==> config.mk <==
export PLATFORM = sky130hd
export DESIGN_NAME = num_2_ascii_encoder
export DESIGN_NICKNAME = d
export VERILOG_FILES = /design/src/rtl/num_ascii_pkg.sv /design/src/rtl/num_2_ascii_encoder_dabble.sv /design/src/rtl/num_2_ascii_encoder.sv
export SDC_FILE = /design/constraint.sdc
export NUM_CORES = 1
export LEC_CHECK = 0
export BUFFER_PORTS_ARGS = -buffer_cell sky130_fd_sc_hd__clkbuf_2
export CORE_ASPECT_RATIO = 0.6
export CORE_UTILIZATION = 54
export DETAILED_ROUTE_END_ITERATION = 12
export PLACE_DENSITY = 0.77
export SYNTH_ARGS = -nofsm -noshare
export SYNTH_HDL_FRONTEND = slang
export SYNTH_SLANG_ARGS = --single-unit
==> constraint.sdc <==
create_clock -name Encoder_Clk -period 1.6 [get_ports Encoder_Clk]
set_input_delay 0.24 -clock Encoder_Clk [delete_from_list [all_inputs] [get_ports Encoder_Clk]]
set_output_delay 0.24 -clock Encoder_Clk [all_outputs]
set_load 0.02 [all_outputs]
==> src/rtl/num_ascii_pkg.sv <==
// Shared definitions for the ASCII<->binary codec pair: controller state
// encoding and the ASCII constants both directions use.
package num_ascii_pkg;

    typedef enum logic [2:0] {
        IDLE    = 3'd0,
        CONVERT = 3'd1,
        SIGN    = 3'd2,
        DIGIT   = 3'd3,
        TERM    = 3'd4
    } state_t;

    localparam logic [7:0] ASCII_ZERO  = 8'h30;
    localparam logic [7:0] ASCII_MINUS = 8'h2D;
    localparam logic [7:0] ASCII_CR    = 8'h0D;

endpackage

==> src/rtl/num_2_ascii_encoder_dabble.sv <==
// Iterative shift-add-3 (double dabble) binary to BCD engine: load captures the
// magnitude, each step performs one correction+shift, done flags the final step.
module bin2bcd_dabble #(
    parameter int DATA_W = 16,
    parameter int DIGITS = 5
) (
    input  logic                  clk,
    input  logic                  rst_n,
    input  logic                  load,
    input  logic                  step,
    input  logic [DATA_W-1:0]     bin,
    output logic [4*DIGITS-1:0]   bcd,
    output logic                  done
);
    localparam int CNT_W = $clog2(DATA_W + 1);

    logic [DATA_W-1:0]   shift;
    logic [DATA_W-1:0]   shift_nxt;
    logic [4*DIGITS-1:0] adj;
    logic [4*DIGITS-1:0] bcd_nxt;
    logic [CNT_W-1:0]    count;

    always_comb begin
        adj = bcd;
        for (int i = 0; i < DIGITS; i++) begin
            if (bcd[4*i +: 4] >= 4'd5)
                adj[4*i +: 4] = bcd[4*i +: 4] + 4'd3;
        end
        {bcd_nxt, shift_nxt} = {adj, shift} << 1;
    end

    // done is asserted during the step that produces the final BCD value
    assign done = step && (count == CNT_W'(DATA_W - 1));

    always_ff @(posedge clk or negedge rst_n) begin
        if (!rst_n) begin
            bcd   <= '0;
            shift <= '0;
            count <= '0;
        end else if (load) begin
            bcd   <= '0;
            shift <= bin;
            count <= '0;
        end else if (step) begin
            bcd   <= bcd_nxt;
            shift <= shift_nxt;
            count <= count + 1'b1;
        end
    end

endmodule

==> src/rtl/num_2_ascii_encoder.sv <==
// Signed binary to ASCII serialiser: double-dabble conversion, optional '-',
// digits MSD first, optional terminator. Macro NUM2ASCII_LZS_EN suppresses leading zeros.
module num_2_ascii_encoder
    import num_ascii_pkg::*;
#(
    parameter int         DATA_W    = 16,
    parameter int         DIGITS    = 5,
    parameter bit         SEND_TERM = 1'b1,
    parameter logic [7:0] TERM_CHAR = ASCII_CR
) (
    input  logic              Encoder_Clk,
    input  logic              Encoder_Clr,
    input  logic              Start,
    input  logic [DATA_W-1:0] Bin_In,
    input  logic              Out_Ready,
    output logic [7:0]        ASCII_Out,
    output logic              Out_Valid,
    output logic              Busy,
    output logic              Done
);
    localparam int               IDX_W   = (DIGITS > 1) ? $clog2(DIGITS) : 1;
    localparam logic [IDX_W-1:0] TOP_IDX = IDX_W'(DIGITS - 1);

    state_t              state, state_nxt;
    logic                neg;
    logic [IDX_W-1:0]    idx;
    logic [IDX_W-1:0]    eff_idx;
    logic [DATA_W-1:0]   mag;
    logic [4*DIGITS-1:0] bcd;
    logic [3:0]          digit;
    logic                load, step, conv_done, xfer_last;

    // Two's-complement negate; the most negative value maps onto its unsigned magnitude
    assign mag  = Bin_In[DATA_W-1] ? (~Bin_In + 1'b1) : Bin_In;
    assign load = (state == IDLE) && Start;
    assign step = (state == CONVERT);

    bin2bcd_dabble #(
        .DATA_W (DATA_W),
        .DIGITS (DIGITS)
    ) u_dabble (
        .clk   (Encoder_Clk),
        .rst_n (Encoder_Clr),
        .load  (load),
        .step  (step),
        .bin   (mag),
        .bcd   (bcd),
        .done  (conv_done)
    );

`ifdef NUM2ASCII_LZS_EN
    logic [IDX_W-1:0] lead_idx;

    always_comb begin
        lead_idx = '0;
        for (int i = 0; i < DIGITS; i++) begin
            if (bcd[4*i +: 4] != 4'd0)
                lead_idx = IDX_W'(i);
        end
    end

    // Clamping to the leading non-zero digit skips zeros without spending cycles
    assign eff_idx = (idx > lead_idx) ? lead_idx : idx;
`else
    assign eff_idx = idx;
`endif

    always_comb begin
        digit = 4'd0;
        for (int i = 0; i < DIGITS; i++) begin
            if (eff_idx == IDX_W'(i))
                digit = bcd[4*i +: 4];
        end
    end

    always_comb begin
        state_nxt = state;
        xfer_last = 1'b0;
        ASCII_Out = 8'h00;
        case (state)
            IDLE: begin
                if (Start)
                    state_nxt = CONVERT;
            end
            CONVERT: begin
                if (conv_done)
                    state_nxt = neg ? SIGN : DIGIT;
            end
            SIGN: begin
                ASCII_Out = ASCII_MINUS;
                if (Out_Ready)
                    state_nxt = DIGIT;
            end
            DIGIT: begin
                ASCII_Out = ASCII_ZERO + {4'd0, digit};
                if (Out_Ready && (eff_idx == '0)) begin
                    if (SEND_TERM) begin
                        state_nxt = TERM;
                    end else begin
                        state_nxt = IDLE;
                        xfer_last = 1'b1;
                    end
                end
            end
            TERM: begin
                ASCII_Out = TERM_CHAR;
                if (Out_Ready) begin
                    state_nxt = IDLE;
                    xfer_last = 1'b1;
                end
            end
            default: state_nxt = IDLE;
        endcase
    end

    assign Out_Valid = (state == SIGN) || (state == DIGIT) || (state == TERM);
    assign Busy      = (state != IDLE);

    always_ff @(posedge Encoder_Clk or negedge Encoder_Clr) begin
        if (!Encoder_Clr)
            state <= IDLE;
        else
            state <= state_nxt;
    end

    always_ff @(posedge Encoder_Clk or negedge Encoder_Clr) begin
        if (!Encoder_Clr) begin
            neg  <= 1'b0;
            idx  <= '0;
            Done <= 1'b0;
        end else begin
            Done <= xfer_last;
            if (load) begin
                neg <= Bin_In[DATA_W-1];
                idx <= TOP_IDX;
            end else if ((state == DIGIT) && Out_Ready && (eff_idx != '0)) begin
                idx <= eff_idx - 1'b1;
            end
        end
    end

endmodule

==> impl_metrics.ini <==
[status]
status = complete, but fails checks
failed_checks = negative setup slack

[global_routing]
grt_pass1_vias = 2617
grt_remaining_overflow = 0
grt_max_degree = 50
grt_first_pass_wirelength_um = 12800
grt_usage_pct = 27.2
grt_antenna_before_repair = 0

[clock_tree]
cts_buffer_depth = 2
cts_buffers = 5
cts_max_level = 2
cts_sinks = 49
cts_root_buffer = clkbuf_8
clkTransAtPathRegs_ns = 0.10
clk_latency_ns = 0.32
cts_tree = done

[logic_synthesis]
synth_cell_types = 53
ys_ff_latch = 49
synthArstFlopShare_pct = 100
synth_ff_type = dfrtp_1
synthTopCellsByArea = dfrtp_1 (38%), ha_1 (7.1%), a21oi_1 (5.8%)
netlist_area_um2 = 3190
syn_area_per_cell_um2 = 8.88
synth_edf_count = 0
synth_top_cell_by_area = dfrtp_1
synth_top_area_share_pct = 38.5
synth-seq-area-share_pct = 38.5
syn-instance-count = 359
synth.most_common_cell = dfrtp_1
synth_warnings = 0
synth_commonest_cells = dfrtp_1 (49), a21oi_1 (37), nand2_1 (35)

[worst_setup_path]
crit_buf_inv = 2
worstPathRequired_ns = 1.36
end_kind = output port
startpoint_type = flop
crit_arrival_ns = 1.96
cpPeakStageDelay_ns = 0.43
worst-path-max-fanout = 8
path_class = flop to output port
critPathTopFamily = compound AO/OA/AOI/OAI gates
cpMaxStageDelayCell = dfrtp_1
crit_chain = buf_6 > ha_4 > a21oi_2 > o21ai_1 > a22o_1 > a211o_1 > clkbuf_8

[cells_and_area]
antenna_cells = 0
drive_above_1_share_pct = 44.8
design_area_um2 = 4730
area_delta_synth_final_pct = 48.3
fin_cells = 533
final_nets = 490

[placed_design]
hpwlAfterDp_um = 5340
dpl_cell_area_um2 = 3700
port_buffers = 28
dp_slack_ns = -0.323
place.gp.congestion = 0.811
dp.cells = 483

[timing]
final_hold_viol_count = 0
setup_viol = 38
fin_ws_ns = -0.604
clock.fmax_mhz = 454
period_share_pct = 138
skew_ns = 0.00921
grt_setup_unrepaired = true
slew_violations = 0
min_period_ns = 2.20

[route]
viasPerCell = 6.32
drt_iter0_markers = 458
drc_errors = 0
drt_pass1_iterations = 6
wl_um = 11600
antenna_left = 0
wire_per_inst_um = 21.7
via_count = 3368

[die]
die-area_um2 = 6230
core_area_um2 = 5620
floorplan.initialDensity_pct = 56.7
die_w_um = 101
die_y_um = 61.5
io_pins = 31
rows = 21

[flow_run]
maxCapViolCount = 0

[power]
powerDensity_nw_per_um2 = 2140
leakage_nw = 2.11
ir_worst_vdd_v = 0.000999
p_total_w = 0.0101

[worst_hold_path]
holdCritPathClass = input pin to flop
-- worst paths after layout --
path                                         from                 end  slack (ns)  cells after the start
worst max-delay path                   eff_idx[1]        ASCII_Out[2]       -0.60                      7
worst min-delay path                   Bin_In[14]  u_dabble.shift[15]        0.25                      3
worst max register to register           state[1]                 neg       -0.22                      6
worst min register to register  u_dabble.shift[6]   u_dabble.shift[6]        0.53                      2
max in group asynchronous             Encoder_Clr    u_dabble.bcd[12]        0.90                      3
min in group asynchronous             Encoder_Clr   u_dabble.count[3]        0.43                      3
-- per-stage QoR --
stage | hold slack (ns) | TNS (ns) | util [%]
global placement | 0.251 | -3.02 | 65.9
global route | 0.263 | -6.79 | 84.1
detailed placement | 0.251 | -4.37 | 65.9
floorplan | -0.0556 | -0.204 | -
finish | 0.248 | -4.65 | 84.1
CTS | 0.215 | -2.01 | 73.9
-- flip-flops by register name, indices dropped and copies added, names as in the netlist --
signal / cells
eff_idx: 3
u_dabble.shift: 16
u_dabble.bcd: 20
Done: 1
state: 3
u_dabble.count: 5
neg: 1
-- report_power, final --
part           leakage, nW  internal [W]  switching (W)
Combinational         1.43       0.00337        0.00343
Sequential           0.620       0.00178       0.000572
Clock               0.0574      0.000510       0.000472
-- cells by family after synthesis --
kind of cell / share of synthesized area, %
other: 0.118
multiplexers: 2.98
AO/OA/AOI/OAI: 21.9
flip-flops: 38.5
adder cells (fa/ha/maj): 7.06
buffers and inverters: 5.93
AND/OR/NAND/NOR: 17.0
XOR/XNOR: 6.59
-- worst register-to-register path, cell delays in order (launching register included) --
cell     delay (ns)
dfrtp_2        0.45
buf_6          0.15
buf_6          0.11
or4b_4         0.57
buf_12         0.18
buf_6          0.12
o21ai_1        0.16
-- layout by cell type, fill, tap and decap left out, drive strengths merged, types with 3 or more instances in the layout --
cell type	synthesis	routed
mux2	4	4
nand2	35	35
o21ai	31	31
or2	3	3
a21oi	37	37
clkbuf	16	33
inv	20	20
nor2	14	15
or3	7	7
a211oi	10	10
dfrtp	49	49
nor2b	10	10
a31oi	3	3
o41ai	4	4
mux2i	5	5
xor2	13	13
a211o	3	3
buf	9	81
ha	18	18
nand3	10	10
nand2b	9	9
a22o	7	7
xnor2	11	11
-- layout make-up --
| class | count | area (um^2) |
|---|---|---|
| inverters | 20 | 97.6 |
| well taps | 80 | 100 |
| multi-input cells | 267 | 2120 |
| flip-flops and latches | 49 | 1230 |
| fillers | 291 | 895 |
| repair buffers | 109 | 1050 |
| clock inverters | 2 | 37.5 |
| clock buffers | 6 | 82.6 |
-- per-layer routing --
| layer | global-route usage (%) | part of all wire (%) |
|---|---|---|
| met1 | 38.3 | 40 |
| met2 | 43.7 | 45 |
| met4 | 7.45 | 4.1 |
| met3 | 5.22 | 11 |
| met5 | 0 | 0 |
-- what timing repair did --
action,in CTS,in global routing
gates cloned,1,9
setup endpoints to repair,34,46
buffers inserted,17,16
hold buffers,1,0
pin swaps,5,27
gates resized for setup,54,88
hold endpoints to repair,49,0
(Power assumes the default switching activity.)
